===== src/rtl/fetch_queue.sv =====
// Fetch-to-decode instruction queue holding {instr, pc, br_pred} entries with valid/ack on both sides.
// Define FETCHQ_BYPASS_EN to add a zero-latency path through an empty queue and push-while-full-pop.
module fetch_queue #(
  parameter int DEPTH = 4
) (
  input  logic                       clk,
  input  logic                       rst_i,
  input  logic                       flush_i,
  input  logic                       valid_i,
  input  logic [31:0]                instr_i,
  input  logic [31:0]                pc_i,
  input  logic                       br_pred_i,
  output logic                       ack_o,
  output logic                       valid_o,
  output logic [31:0]                instr_o,
  output logic [31:0]                pc_o,
  output logic                       br_pred_o,
  input  logic                       ack_i,
  output logic [$clog2(DEPTH):0]     level_o
);

  localparam int AW = $clog2(DEPTH);
  localparam int CW = AW + 1;
  localparam logic [CW-1:0] FULL_COUNT = CW'(DEPTH);

  typedef struct packed {
    logic [31:0] instr;
    logic [31:0] pc;
    logic        br_pred;
  } entry_t;

  entry_t          mem [DEPTH];
  logic [AW-1:0]   wr_q;
  logic [AW-1:0]   rd_q;
  logic [CW-1:0]   count_q;

  logic   empty;
  logic   full;
  logic   push;
  logic   pop;
  logic   pass_path;
  logic   do_write;
  logic   do_read;
  entry_t in_entry;
  entry_t head;

  // Reset gates the combinational outputs so they clear the instant rst_i rises.
  always_comb begin
    empty    = (count_q == '0);
    full     = (count_q == FULL_COUNT);
    in_entry = '{instr: instr_i, pc: pc_i, br_pred: br_pred_i};
`ifdef FETCHQ_BYPASS_EN
    pass_path = empty & !flush_i & !rst_i;
    ack_o     = !rst_i & valid_i & !flush_i & (!full | ack_i);
    valid_o   = pass_path ? valid_i : (!rst_i & !empty & !flush_i);
    head      = pass_path ? in_entry : (empty ? '0 : mem[rd_q]);
`else
    pass_path = 1'b0;
    ack_o     = !rst_i & valid_i & !flush_i & !full;
    valid_o   = !rst_i & !empty & !flush_i;
    head      = empty ? '0 : mem[rd_q];
`endif
    push     = valid_i & ack_o;
    pop      = valid_o & ack_i;
    // A beat that passes straight through an empty queue is never stored.
    do_write = push & !(pop & pass_path);
    do_read  = pop & !pass_path;
  end

  assign instr_o   = head.instr;
  assign pc_o      = head.pc;
  assign br_pred_o = head.br_pred;
  assign level_o   = count_q;

  always_ff @(posedge clk or posedge rst_i) begin
    if (rst_i) begin
      wr_q    <= '0;
      rd_q    <= '0;
      count_q <= '0;
    end else if (flush_i) begin
      wr_q    <= '0;
      rd_q    <= '0;
      count_q <= '0;
    end else begin
      if (do_write) wr_q <= wr_q + 1'b1;
      if (do_read)  rd_q <= rd_q + 1'b1;
      case ({do_write, do_read})
        2'b10:   count_q <= count_q + 1'b1;
        2'b01:   count_q <= count_q - 1'b1;
        default: count_q <= count_q;
      endcase
    end
  end

  // Storage is not reset; count_q alone decides which slots hold live entries.
  always_ff @(posedge clk) begin
    if (do_write) mem[wr_q] <= in_entry;
  end

endmodule


===== config.mk =====
export PLATFORM = sky130hd
export DESIGN_NAME = fetch_queue
export DESIGN_NICKNAME = d
export VERILOG_FILES = /design/src/rtl/fetch_queue.sv
export SDC_FILE = /design/constraint.sdc
export NUM_CORES = 1
export LEC_CHECK = 0
export CAP_MARGIN = 10
export CELL_PAD_IN_SITES_DETAIL_PLACEMENT = 0
export CELL_PAD_IN_SITES_GLOBAL_PLACEMENT = 1
export CORE_AREA = 5 5 158 160
export CTS_BUF_LIST = sky130_fd_sc_hd__clkbuf_8
export DETAILED_ROUTE_END_ITERATION = 10
export DIE_AREA = 0 0 163 165
export PLACE_DENSITY_LB_ADDON = 0.08
export SYNTH_ARGS = -nofsm -noshare
export SYNTH_HDL_FRONTEND = slang
export SYNTH_SLANG_ARGS = --single-unit

===== constraint.sdc =====
create_clock -name clk -period 3.1 [get_ports clk]
set_input_delay 0.465 -clock clk [delete_from_list [all_inputs] [get_ports clk]]
set_output_delay 0.465 -clock clk [all_outputs]
set_load 0.1 [all_outputs]

==> results of run 1 <==
[final timing paths]
check	from	end	slack [ps]	cells past startpoint
max reg2reg	level_o[1]$_DFFE_PP0P_	level_o[2]$_DFFE_PP0P_	630	7
min in group clk	br_pred_i	mem[3][0]$_DFFE_PP_	570	1
min	rst_i	level_o[1]$_DFFE_PP0P_	450	3
max in group asynchronous	rst_i	level_o[2]$_DFFE_PP0P_	2400	3
min reg2reg	wr_q[0]$_DFFE_PP0P_	wr_q[0]$_DFFE_PP0P_	610	1
max	rd_q[0]$_DFFE_PP0P_	instr_o[5]	250	4
[cell type report]
| cell class | instances | area [um2] |
|---|---|---|
| tap | 319 | 399 |
| inverter | 4 | 15.0 |
| antenna | 1 | 2.50 |
| clock buffer | 45 | 619 |
| sequential | 267 | 8000 |
| fill | 1744 | 9510 |
| clock inverter | 27 | 110 |
| multi-input combinational | 175 | 2280 |
| timing repair buffer | 157 | 2330 |
[per-layer routing]
layer / vias to the layer above / track usage
met4: 0 / 0.0454
met2: 121 / 0.253
met1: 2654 / 0.206
met3: 25 / 0.0387
li1: 2266 / -
met5: - / 0
[flip-flops by register name (all words and copies together) (netlist names)]
name / count
rd_q: 2
level_o: 3
mem: 260
wr_q: 2
[tightest hold or removal path, cell delays in order]
cell             delay, ps
clkdlybuf4s50_1        450
buf_4                  200
inv_1                  230
[per-stage QoR]
step / hold WS, ps / utilization
3_5_place_dp: 577 / 0.560
5_1_grt: 461 / 0.591
4_1_cts: 421 / 0.591
2_1_floorplan: 465 / -
3_3_place_gp: 566 / 0.560
6_report: 448 / 0.591
[logic make-up after synthesis]
logic type / after synthesis / share of synthesized area
flip-flops: 267 / 0.768
AND/OR/NAND/NOR: 90 / 0.0543
multiplexers: 68 / 0.144
buffers and inverters: 28 / 0.0153
AO/OA/AOI/OAI: 9 / 0.00915
adder cells (fa/ha/maj): 5 / 0.00674
XOR/XNOR: 3 / 0.00253
[report_power, final]
part           total (mW)  internal (mW)  switching (mW)  leakage [nW]
sequential           4.05           4.02          0.0288          2.43
clock                2.58           1.33            1.25         0.441
combinational        1.61          0.584            1.03          1.59
total                8.23           5.93            2.30          4.46
[cell usage in the layout, fill, tap and decap left out, drive strengths merged, types with 3 or more instances in the layout]
cell	synthesis	routed
and2	4	4
buf	17	88
edfxtp	260	260
clkinv	0	5
clkbuf	7	45
nor3	3	3
dfrtp	7	7
ha	4	4
clkdlybuf4s50	0	69
inv	4	24
nor2b	67	67
nor2	7	7
mux4	65	65
==> impl_metrics.json, run 1 <==
{
  "synthTopCellsByArea": "edfxtp_1 75%, mux4_2 14%, nor2b_1 4.0%, dfrtp_1 1.7%, buf_2 0.48%",
  "drive_gt1_frac": 0.321,
  "via_per_inst": 5.09,
  "hp-class": "in -> async",
  "place_worst_setup_slack_ps": 341,
  "setup_ws_ps": 247,
  "fp.dieW_um": 163,
  "synthArstFlopShare": 0.0262,
  "synth.cell_area_um2": 10400,
  "grt_max_degree": 69,
  "die_area_um2": 26900,
  "yosysTopAreaCell": "edfxtp_1",
  "dp.cells": 922,
  "grt_pass1_wl_mm": 31.3,
  "synth_top_area_share": 0.751,
  "ys_types": 34,
  "synthToLayoutAreaGrowth_pct": 32.3,
  "crit_required_ps": 2630,
  "finalHoldViolCount": 0,
  "fmax_mhz": 350,
  "cts_sinks": 267,
  "power_mw": 8.23,
  "hold_buffers": 0,
  "die_h_um": 165,
  "ant_nets": 0,
  "pin_count": 140,
  "root_buffer": "clkbuf_8",
  "post_cts_buffers": 0,
  "ys_seq_area_frac": 0.768,
  "yosys_register_bits": 267,
  "hpwl_mm": 11.9,
  "arrival_ps": 2390,
  "power_density_nw_per_um2": 599,
  "route.detailed.drc": 0,
  "maxCapViolCount": 0,
  "syn_avg_cell_area_um2": 22.1,
  "slew_headroom": 0.651,
  "yosysWarnings": 0,
  "final_area_um2": 13800,
  "synth_edf_count": 260,
  "status": "finished clean",
  "instances_no_fill": 995,
  "clk_pin_slew_worst_paths_ps": 60,
  "min_period_over_period": 0.920,
  "core-area_um2": 23300,
  "max_stage_delay_ps": 660,
  "path_class": "reg -> out",
  "cts_resized": 0,
  "startpoint_type": "register",
  "crit_chain": "buf_4 -> mux4_2 -> nor2b_1 -> buf_12",
  "maxSlewViolCount": 0,
  "rsz0062_at_grt": "no",
  "vdd_drop_max_v": 0.000344,
  "dpl_cell_area_um2": 13000,
  "clockBufferDepth": 3,
  "synth_common_cells": "260 x edfxtp_1, 67 x nor2b_1, 65 x mux4_2",
  "critPathBufInv": 2,
  "drt_first_iter_violations": 279,
  "wl_met2_mm": 10.1,
  "cts_tree": "done",
  "drtPass1Iterations": 6,
  "drt-met1-wl_mm": 8.83,
  "tightest_slew_ps": 523,
  "power.leakage_nw": 4.46,
  "cts_inserted_buffers": 42,
  "worst_clock_skew_ps": 26.5,
  "met3_length_mm": 1.01,
  "portBuffers": 139,
  "synth-main-ff-cell": "edfxtp_1",
  "min_period_ps": 2850,
  "setup_viol_count_final": 0,
  "path_delay_family": "flip-flops",
  "rows": 56,
  "routedWlPerCell_um": 20.4,
  "grt_pass1_vias": 5522,
  "vias": 5066,
  "synth_cells": 470,
  "ctsHtreeMaxLevel": 2,
  "fin_setup_tns_ps": 0,
  "place.gp.congestion": 0.785,
  "critPathCaptureType": "primary output",
  "yosysMostFrequentCell": "edfxtp_1",
  "crit_path_max_fanout": 17,
  "gr-total-overflow": 0,
  "routed_wl_mm": 20.3,
  "start_util": 0.447,
  "nNetsFinal": 722,
  "grt.total_usage": 0.154,
  "clock_latency_ps": 530,
  "synth_fp_nets": 545,
  "slowest_stage": "dfrtp_4",
  "maxUsedRoutingLayer": "met4",
  "antenna_found_initial": 1
}
(Power assumes the default switching activity.)
==> run 2, diff against run 1 <==
--- a/config.mk
+++ b/config.mk
@@ -8,10 +8,10 @@
 export CAP_MARGIN = 10
 export CELL_PAD_IN_SITES_DETAIL_PLACEMENT = 0
 export CELL_PAD_IN_SITES_GLOBAL_PLACEMENT = 1
-export CORE_AREA = 5 5 158 160
+export CORE_AREA = 2 2 155 157
 export CTS_BUF_LIST = sky130_fd_sc_hd__clkbuf_8
 export DETAILED_ROUTE_END_ITERATION = 10
-export DIE_AREA = 0 0 163 165
+export DIE_AREA = 0 0 157 159
 export PLACE_DENSITY_LB_ADDON = 0.08
 export SYNTH_ARGS = -nofsm -noshare
 export SYNTH_HDL_FRONTEND = slang
==> impl_metrics.json, run 2 (synthesized netlist as in run 1, its figures left out) <==
{
  "setup_ws_ps": 204,
  "fp.dieW_um": 157,
  "vias": 5061,
  "cts_sinks": 267,
  "r2r_end": "level_o[2]$_DFFE_PP0P_",
  "fmax_mhz": 345,
  "grt.total_usage": 0.172,
  "die_h_um": 159,
  "power.leakage_nw": 4.52,
  "cts_inserted_buffers": 44,
  "reg2reg_from": "level_o[1]$_DFFE_PP0P_",
  "min_period_ps": 2900,
  "grt_pass1_wl_mm": 32.4,
  "core-area_um2": 23200,
  "antenna_found_initial": 1,
  "finalHoldViolCount": 0,
  "hp-class": "in -> async",
  "maxCapViolCount": 0,
  "drtPass1Iterations": 4,
  "nNetsFinal": 725,
  "dp.cells": 923,
  "min_period_over_period": 0.934,
  "rsz0062_at_grt": "no",
  "clk_pin_slew_worst_paths_ps": 60,
  "portBuffers": 139,
  "holdWs_ps": 408,
  "routedWlPerCell_um": 20.5,
  "synthToLayoutAreaGrowth_pct": 33.1,
  "drive_gt1_frac": 0.325,
  "layout_common_cells": "260 x edfxtp_1, 79 x buf_12, 69 x clkdlybuf4s50_1, 67 x nor2b_1, 65 x mux4_2",
  "power_density_nw_per_um2": 605,
  "largest_register_ffs": 260,
  "arrival_ps": 2430,
  "final_common_cell": "edfxtp_1",
  "cts_resized": 0,
  "place_worst_setup_slack_ps": 318,
  "startpoint_type": "register",
  "die_area_um2": 25000,
  "vdd_drop_max_v": 0.000338,
  "regMostFlops": "mem",
  "grt_pass1_vias": 5739,
  "grt_max_degree": 57,
  "fill_cells": 1713,
  "setup_viol_count_final": 0,
  "route.detailed.drc": 0,
  "startpoint": "rd_q[0]$_DFFE_PP0P_",
  "crit_required_ps": 2630,
  "start_util": 0.448,
  "crit_path_end": "br_pred_o",
  "clockBufferDepth": 3,
  "pin_count": 140,
  "root_buffer": "clkbuf_8",
  "gr-total-overflow": 0,
  "instances_no_fill": 1003,
  "critPathCaptureType": "primary output",
  "fin_util": 0.596,
  "place.gp.congestion": 0.763,
  "maxSlewViolCount": 0,
  "hpwl_mm": 12.3,
  "post_cts_buffers": 0,
  "routed_wl_mm": 20.6,
  "crit_path_max_fanout": 18,
  "slew_headroom": 0.588,
  "rows": 56,
  "ant_nets": 0,
  "path_class": "reg -> out",
  "fin_setup_tns_ps": 0,
  "tightest_slew_ps": 619,
  "ctsHtreeMaxLevel": 2,
  "status": "finished clean",
  "worst_clock_skew_ps": 24.5,
  "hold_buffers": 0,
  "reg2reg_slack_ps": 610,
  "diodes": 0,
  "drt_first_iter_violations": 247,
  "cts_tree": "done",
  "clock_latency_ps": 550,
  "via_per_inst": 5.05,
  "reg2reg_depth": 7
}
==> run 2: final cells by class <==
cell class                      count  area, um2  share of cell area
Sequential cell                   267       8000               0.579
Timing Repair Buffer              158       2350               0.170
Multi-Input combinational cell    175       2280               0.165
Clock buffer                       48        661              0.0478
Tap cell                          319        399              0.0289
Clock inverter                     32        129             0.00932
Inverter                            4       15.0             0.00109
==> run 2: stage by stage <==
step	total power [mW]	area [um2]
after CTS	8.48	13800
after global routing	8.69	13800
after global placement	5.74	13000
after floorplan	5.09	10400
after detailed placement	5.75	13000
final	8.37	13800
==> run 2: power breakdown <==
part | switching, mW | internal (mW)
Combinational | 1.02 | 0.588
Clock | 1.29 | 1.42
Sequential | 0.0309 | 4.02
Total | 2.34 | 6.03
==> run 2: how the worst min path moves through the flow <==
stage                     slack [ps]                      to                 from
after floorplan                  470     rd_q[0]$_DFFE_PP0P_                rst_i
after global placement           550     wr_q[0]$_DFFE_PP0P_  wr_q[0]$_DFFE_PP0P_
after detailed placement         580     wr_q[0]$_DFFE_PP0P_  wr_q[0]$_DFFE_PP0P_
after CTS                        390  level_o[0]$_DFFE_PP0P_                rst_i
after global routing             410  level_o[1]$_DFFE_PP0P_                rst_i
final                            410  level_o[2]$_DFFE_PP0P_                rst_i
==> run 2: critical path: stages (launching register included) <==
cell and delay, ps:
dfrtp_4 690, buf_12 260, mux4_2 520, nor2b_1 210, buf_12 200
==> run 2: layer usage <==
metal	part of all wire	vias up	GRT usage	wire [um]
li1	-	2273	-	-
met1	0.41	2622	0.223	8530
met2	0.52	134	0.288	10600
met3	0.052	30	0.0419	1060
met4	0.017	2	0.0509	351
met5	0.00053	-	0	11
